## src/rtl/min_max_ctrl_pkg.sv

```systemverilog
// Shared types and encodings for the min_max_top configuration sequencer.
package min_max_ctrl_pkg;

    typedef enum logic [2:0] {
        StTestOn,
        StTestOff,
        StRunStatic,
        StRunSweep,
        StRunLinear
    } state_e;

    localparam logic [1:0] MODE_STATIC = 2'd0;
    localparam logic [1:0] MODE_SWEEP  = 2'd1;
    localparam logic [1:0] MODE_LINEAR = 2'd2;
    localparam logic [1:0] MODE_TEST   = 2'd3;

    localparam logic [1:0] COM_NORMAL  = 2'b00;
    localparam logic [1:0] COM_LINEAR  = 2'b01;
    localparam logic [1:0] COM_OFF     = 2'b10;
    localparam logic [1:0] COM_ON      = 2'b11;

endpackage

```

## src/rtl/min_max_clkdiv.sv

```systemverilog
// Parametric tick generator: tick_o is high for one cycle every DIV cycles.
module min_max_clkdiv #(
    parameter int unsigned DIV = 4
) (
    input  logic clk_i,
    input  logic rst_ni,
    input  logic clr_i,
    output logic tick_o
);

    localparam int unsigned CW = (DIV > 1) ? $clog2(DIV) : 1;

    logic [CW-1:0] cnt_q;

    assign tick_o = (cnt_q == CW'(DIV - 1));

    always_ff @(posedge clk_i or negedge rst_ni) begin
        if (!rst_ni) begin
            cnt_q <= '0;
        end else if (clr_i || tick_o) begin
            cnt_q <= '0;
        end else begin
            cnt_q <= cnt_q + 1'b1;
        end
    end

endmodule

```

## src/rtl/min_max_ctrl.sv

```systemverilog
// Sequencer for min_max_top: lamp test after reset, then configurations accepted
// over a valid/ready port (static, sweep, linear), plus the blink oscillator.
module min_max_ctrl
    import min_max_ctrl_pkg::*;
#(
    parameter int unsigned VALSIZE     = 4,
    parameter int unsigned OSC_DIV     = 4,
    parameter int unsigned STEP_DIV    = 8,
    parameter int unsigned TEST_CYCLES = 4
) (
    input  logic               clk_i,
    input  logic               rst_ni,
    input  logic               cfg_valid_i,
    output logic               cfg_ready_o,
    input  logic [1:0]         cfg_mode_i,
    input  logic [VALSIZE-1:0] cfg_min_i,
    input  logic [VALSIZE-1:0] cfg_max_i,
    input  logic [VALSIZE-1:0] cfg_val_i,
    output logic               cfg_err_o,
    output logic [1:0]         com_o,
    output logic [VALSIZE-1:0] min_o,
    output logic [VALSIZE-1:0] max_o,
    output logic [VALSIZE-1:0] val_o,
    output logic               osc_o
);

    localparam int unsigned TCW = (TEST_CYCLES > 1) ? $clog2(TEST_CYCLES) : 1;

    state_e             state_q, state_d;
    logic [TCW-1:0]     test_cnt_q, test_cnt_d;
    logic [VALSIZE-1:0] min_q, min_d, max_q, max_d, val_q, val_d;
    logic [1:0]         com_q, com_d;
    logic               ready_q, ready_d;
    logic               err_q, err_d;
    logic               osc_q;
    logic               osc_tick, step_tick, step_clr;
    logic               xfer, reject, test_done;

    assign xfer      = cfg_valid_i & ready_q;
    assign reject    = ((cfg_mode_i == MODE_STATIC) || (cfg_mode_i == MODE_SWEEP)) &&
                       (cfg_min_i > cfg_max_i);
    assign test_done = (test_cnt_q == TCW'(TEST_CYCLES - 1));
    // Restart the step period on every accepted config so each value lasts STEP_DIV cycles.
    assign step_clr  = (xfer & ~reject) | (state_q != StRunSweep);

    min_max_clkdiv #(
        .DIV (OSC_DIV)
    ) u_osc_div (
        .clk_i  (clk_i),
        .rst_ni (rst_ni),
        .clr_i  (1'b0),
        .tick_o (osc_tick)
    );

    min_max_clkdiv #(
        .DIV (STEP_DIV)
    ) u_step_div (
        .clk_i  (clk_i),
        .rst_ni (rst_ni),
        .clr_i  (step_clr),
        .tick_o (step_tick)
    );

    always_ff @(posedge clk_i or negedge rst_ni) begin
        if (!rst_ni) begin
            state_q    <= StTestOn;
            test_cnt_q <= '0;
            min_q      <= '0;
            max_q      <= '1;
            val_q      <= '0;
            com_q      <= COM_ON;
            ready_q    <= 1'b0;
            err_q      <= 1'b0;
            osc_q      <= 1'b0;
        end else begin
            state_q    <= state_d;
            test_cnt_q <= test_cnt_d;
            min_q      <= min_d;
            max_q      <= max_d;
            val_q      <= val_d;
            com_q      <= com_d;
            ready_q    <= ready_d;
            err_q      <= err_d;
            osc_q      <= osc_q ^ osc_tick;
        end
    end

    always_comb begin
        state_d    = state_q;
        test_cnt_d = test_cnt_q;
        min_d      = min_q;
        max_d      = max_q;
        val_d      = val_q;
        err_d      = 1'b0;

        unique case (state_q)
            StTestOn: begin
                test_cnt_d = test_done ? '0 : test_cnt_q + 1'b1;
                if (test_done) state_d = StTestOff;
            end
            StTestOff: begin
                test_cnt_d = test_done ? '0 : test_cnt_q + 1'b1;
                if (test_done) state_d = StRunStatic;
            end
            StRunSweep: begin
                if (step_tick) val_d = (val_q == max_q) ? min_q : val_q + 1'b1;
            end
            default: ;
        endcase

        // A transfer overrides any sweep step on the same edge; a reject freezes everything.
        if (xfer) begin
            val_d = val_q;
            if (reject) begin
                err_d = 1'b1;
            end else begin
                unique case (cfg_mode_i)
                    MODE_STATIC: begin
                        min_d   = cfg_min_i;
                        max_d   = cfg_max_i;
                        val_d   = cfg_val_i;
                        state_d = StRunStatic;
                    end
                    MODE_SWEEP: begin
                        min_d   = cfg_min_i;
                        max_d   = cfg_max_i;
                        val_d   = cfg_min_i;
                        state_d = StRunSweep;
                    end
                    MODE_LINEAR: begin
                        min_d   = cfg_min_i;
                        max_d   = cfg_max_i;
                        val_d   = cfg_val_i;
                        state_d = StRunLinear;
                    end
                    MODE_TEST: begin
                        test_cnt_d = '0;
                        state_d    = StTestOn;
                    end
                endcase
            end
        end
    end

    // Decoded from next state so com/ready stay registered outputs.
    always_comb begin
        com_d   = COM_ON;
        ready_d = 1'b0;
        unique case (state_d)
            StTestOn:    com_d = COM_ON;
            StTestOff:   com_d = COM_OFF;
            StRunStatic,
            StRunSweep: begin
                com_d   = COM_NORMAL;
                ready_d = 1'b1;
            end
            StRunLinear: begin
                com_d   = COM_LINEAR;
                ready_d = 1'b1;
            end
            default: ;
        endcase
    end

    assign cfg_ready_o = ready_q;
    assign cfg_err_o   = err_q;
    assign com_o       = com_q;
    assign min_o       = min_q;
    assign max_o       = max_q;
    assign val_o       = val_q;
    assign osc_o       = osc_q;

endmodule

```

## config.mk

```make
export PLATFORM = sky130hd
export DESIGN_NAME = min_max_ctrl
export DESIGN_NICKNAME = d
export VERILOG_FILES = /design/src/rtl/min_max_ctrl_pkg.sv /design/src/rtl/min_max_clkdiv.sv /design/src/rtl/min_max_ctrl.sv
export SDC_FILE = /design/constraint.sdc
export NUM_CORES = 1
export LEC_CHECK = 0
export ABC_CLOCK_PERIOD_IN_PS = 2400
export CAP_MARGIN = 20
export CORE_ASPECT_RATIO = 2
export CORE_MARGIN = 8
export CORE_UTILIZATION = 35
export CTS_CLUSTER_SIZE = 16
export DETAILED_ROUTE_END_ITERATION = 10
export PLACE_DENSITY = 0.67
export SYNTH_ARGS = -nofsm -noshare
export SYNTH_HDL_FRONTEND = slang
export SYNTH_SLANG_ARGS = --single-unit
```

## constraint.sdc

```tcl
create_clock -name clk_i -period 2.4 [get_ports clk_i]
set_clock_uncertainty 0.1 [all_clocks]
set_input_delay 0.36 -clock clk_i [delete_from_list [all_inputs] [get_ports clk_i]]
set_output_delay 0.36 -clock clk_i [all_outputs]
set_load 0.01 [all_outputs]
```

==> results of run 1 <==
-- sequential cells by signal, summed over array words and instances (netlist names) --
name,count
val_o,4
state_q,3
u_step_div.cnt_q,3
osc_o,1
u_osc_div.cnt_q,2
com_o,2
min_o,4
max_o,4
cfg_err_o,1
cfg_ready_o,1
test_cnt_q,2
-- through the flow --
| step | TNS, ns | total power, uW |
|---|---|---|
| after floorplan | 0 | 501 |
| after detailed placement | -2.93 | 559 |
| after global placement | -2.33 | 557 |
| after global routing | -0.0282 | 859 |
| final | 0 | 812 |
| after CTS | 0 | 828 |
-- worst paths after layout --
check                                              from                            to  slack, ns  cells after the start
setup / recovery                           cfg_max_i[3]            com_o[1]$_DFF_PN1_       0.04                      8
hold reg to reg            u_osc_div.cnt_q[0]$_DFF_PN0_  u_osc_div.cnt_q[0]$_DFF_PN0_       0.33                      1
setup reg to reg                   max_o[3]$_DFFE_PN1P_          val_o[1]$_DFFE_PN0P_       0.47                      5
min in group asynchronous                        rst_ni          min_o[0]$_DFFE_PN0P_       0.36                      2
max in group asynchronous                        rst_ni            com_o[0]$_DFF_PN1_       1.53                      2
hold / removal                             cfg_max_i[1]          max_o[1]$_DFFE_PN1P_       0.31                      2
-- final cells by class --
type,instances,area [um2]
Sequential cell,27,683
Timing Repair Buffer,49,468
Inverter,7,26.3
Multi-Input combinational cell,94,798
Tap cell,52,65.1
Clock buffer,4,45.0
Fill cell,390,2040
-- power by group through the flow --
| stage | Combinational, uW | Sequential, uW | Clock [uW] |
|---|---|---|---|
| after detailed placement | 95.6 | 464 | 0 |
| after floorplan | 37.0 | 464 | 0 |
| after global placement | 93.6 | 464 | 0 |
| after CTS | 96.3 | 455 | 277 |
| after global routing | 110 | 455 | 294 |
| final | 101 | 455 | 256 |
-- per-layer routing --
| layer | global-route usage | part of all wire | vias up |
|---|---|---|---|
| met3 | 0.0246 | 0.032 | 8 |
| met5 | 0 | 0 | - |
| li1 | - | - | 572 |
| met1 | 0.119 | 0.38 | 604 |
| met4 | 0.0690 | 0.024 | 0 |
| met2 | 0.235 | 0.56 | 24 |
-- cell usage after synthesis, drive strengths merged --
cell type  instances
o32a               1
a311o              1
ha                 9
dfrtp             21
a221oi             1
o21ai              6
a31oi              3
nor3               1
nor4               1
and2               2
a21oi              5
buf                1
xnor2              1
and4               1
nand4              2
and3               3
a22oi              1
a221o              1
dfstp              6
mux2i              4
xor2               7
clkbuf             2
or2                2
mux2              13
inv                7
nand2              7
nand3              3
a211oi             5
nor2               9
o32ai              1
o211ai             1
nor2b              3
-- cell usage in the layout, fill, tap and decap left out, drive strengths merged, types with 3 or more instances in the layout --
cell type	instances
and3	3
dfstp	6
xor2	7
o21ai	6
clkbuf	4
nand2	7
buf	16
inv	7
nand3	3
mux2i	4
a31oi	3
nor2	9
ha	9
nor2b	3
a21oi	5
clkdlybuf4s50	31
mux2	13
a211oi	5
dfrtp	21
-- critical path: stages --
cell             delay [ns]
clkdlybuf4s50_1        0.50
inv_1                  0.05
ha_1                   0.36
and4_4                 0.20
a221o_1                0.36
a31oi_2                0.18
a21oi_1                0.11
o32a_1                 0.34
-- kinds of logic (layout without fill, tap and decap cells) --
kind of cell	after synthesis	in the layout	synth area share
compound gates	26	26	0.147
buf+inv	10	60	0.0267
fa+ha+maj	9	9	0.0750
mux	17	17	0.124
simple gates	34	34	0.125
flops	27	27	0.455
xor+xnor	8	8	0.0467
-- timing repair --
action,CTS,global route
gates resized for setup,0,6
buffers inserted,0,1
setup endpoints to repair,0,8
==> out/qor.txt, run 1 <==
Status - finished clean
Worst-Margin Slew - 0.446 ns
Final wirelength - 3.80 mm
RePlAce Congestion - 0.799
CP required - 2.51 ns
Sequential power share - 0.561
Drc violations - 0
Syn_area_per_cell - 11.5 um2
# setup viols final - 0
Final #Nets - 208
Longest Clk Path Bufs - 2
Synth cell types - 38
Final core occ - 0.505
Cell taking the most area after synthesis - dfrtp_1
Max Cap Violations - 0
Pint - 626 uW
First-pass GRT wire length - 6.63 mm
Final hold vios - 0
Port Buffers - 33
CP endpoint kind - flop
GRT Overall Usage - 0.123
Final Cycle Share - 0.983
Rel. slew slack - 0.700
Vias/cell - 5.18
Share of Yosys cell area claimed by the top area cell type - 0.350
Die X - 62.3 um
Dpl cell area - 0.00201 mm2
Layout cells sized above 1 - 0.282
Clock share of power - 0.316
ANT cells - 0
Synthesized cell area - 0.00150 mm2
Initial cell density of the core - 0.364
Core area - 0.00413 mm2
# H-tree levels - 1
Clock Latency Late Sink - 0.27 ns
Final hold slack - 0.305 ns
I/O pin cnt - 34
Die H - 109 um
Fmax - 0.424 GHz
Gate power share - 0.124
Largest net degree at the start of global routing - 28
DR WL/cell - 16.3 um
Mapped Nets - 157
Synth Warn # - 0
Setup Crit Path Kind - primary input to flop
Drt pass-1 iters - 4
Fin area - 0.00209 mm2
Sequential area share after synthesis - 0.455
Syn Inst Count - 131
DIE AREA - 0.00677 mm2
Power density over the cells - 389 mW/mm2
Clock transition at path regs - 0.09 ns
Sink Count - 27
Vias - 1208
Final Critical Period - 2.36 ns
Non-filler cells, final - 233
Switching power share of the total - 0.229
Hold_buf cts - 0
Unrepaired setup endpoints after global routing - yes
Net switching power - 186 uW
Leakage - 0.000966 uW
Placed Cells - 228
Yosys reg bits - 27
Top cells by area, synth - dfrtp_1, dfstp_2, mux2_2
HP Class - primary input to flop
Area Growth Syn to Fin - 38.9%
Place WS - -0.226 ns
1st-iter DRT viols - 23
Placement row count - 33
Critical Path AT - 2.46 ns
TritonCTS clock tree - done
Final worst slack - 0.0418 ns
CTS root buffer - clkbuf_8
Total gr overflow - 0
Peak supply drop - 0.300 mV
Vias in the first global route - 1385
Total CTS buffers - 3
CP startpoint kind - primary input
ANT nets after route - 0
Crit-path max FO - 4
Post-DP HPWL - 2.99 mm
Max Slew Vio Count - 0
Initial antenna violation count - 0
Note: power is estimated with default switching activity, not from simulation.
==> run 2, diff against run 1 <==
--- a/config.mk
+++ b/config.mk
@@ -12,6 +12,7 @@
 export CORE_UTILIZATION = 35
 export CTS_CLUSTER_SIZE = 16
 export DETAILED_ROUTE_END_ITERATION = 10
+export GPL_TIMING_DRIVEN = 1
 export PLACE_DENSITY = 0.67
 export SYNTH_ARGS = -nofsm -noshare
 export SYNTH_HDL_FRONTEND = slang
==> constraint.sdc (replaced) <==
create_clock -name clk_i -period 2.4 [get_ports clk_i]
set_clock_uncertainty 0.1 [all_clocks]
set_input_delay 0.36 -clock clk_i [delete_from_list [all_inputs] [get_ports clk_i]]
set_output_delay 0.36 -clock clk_i [all_outputs]
set_load 0.005 [all_outputs]
==> results of run 2 <==
The final DEF is identical to that of run 1; final timing and power are the same.
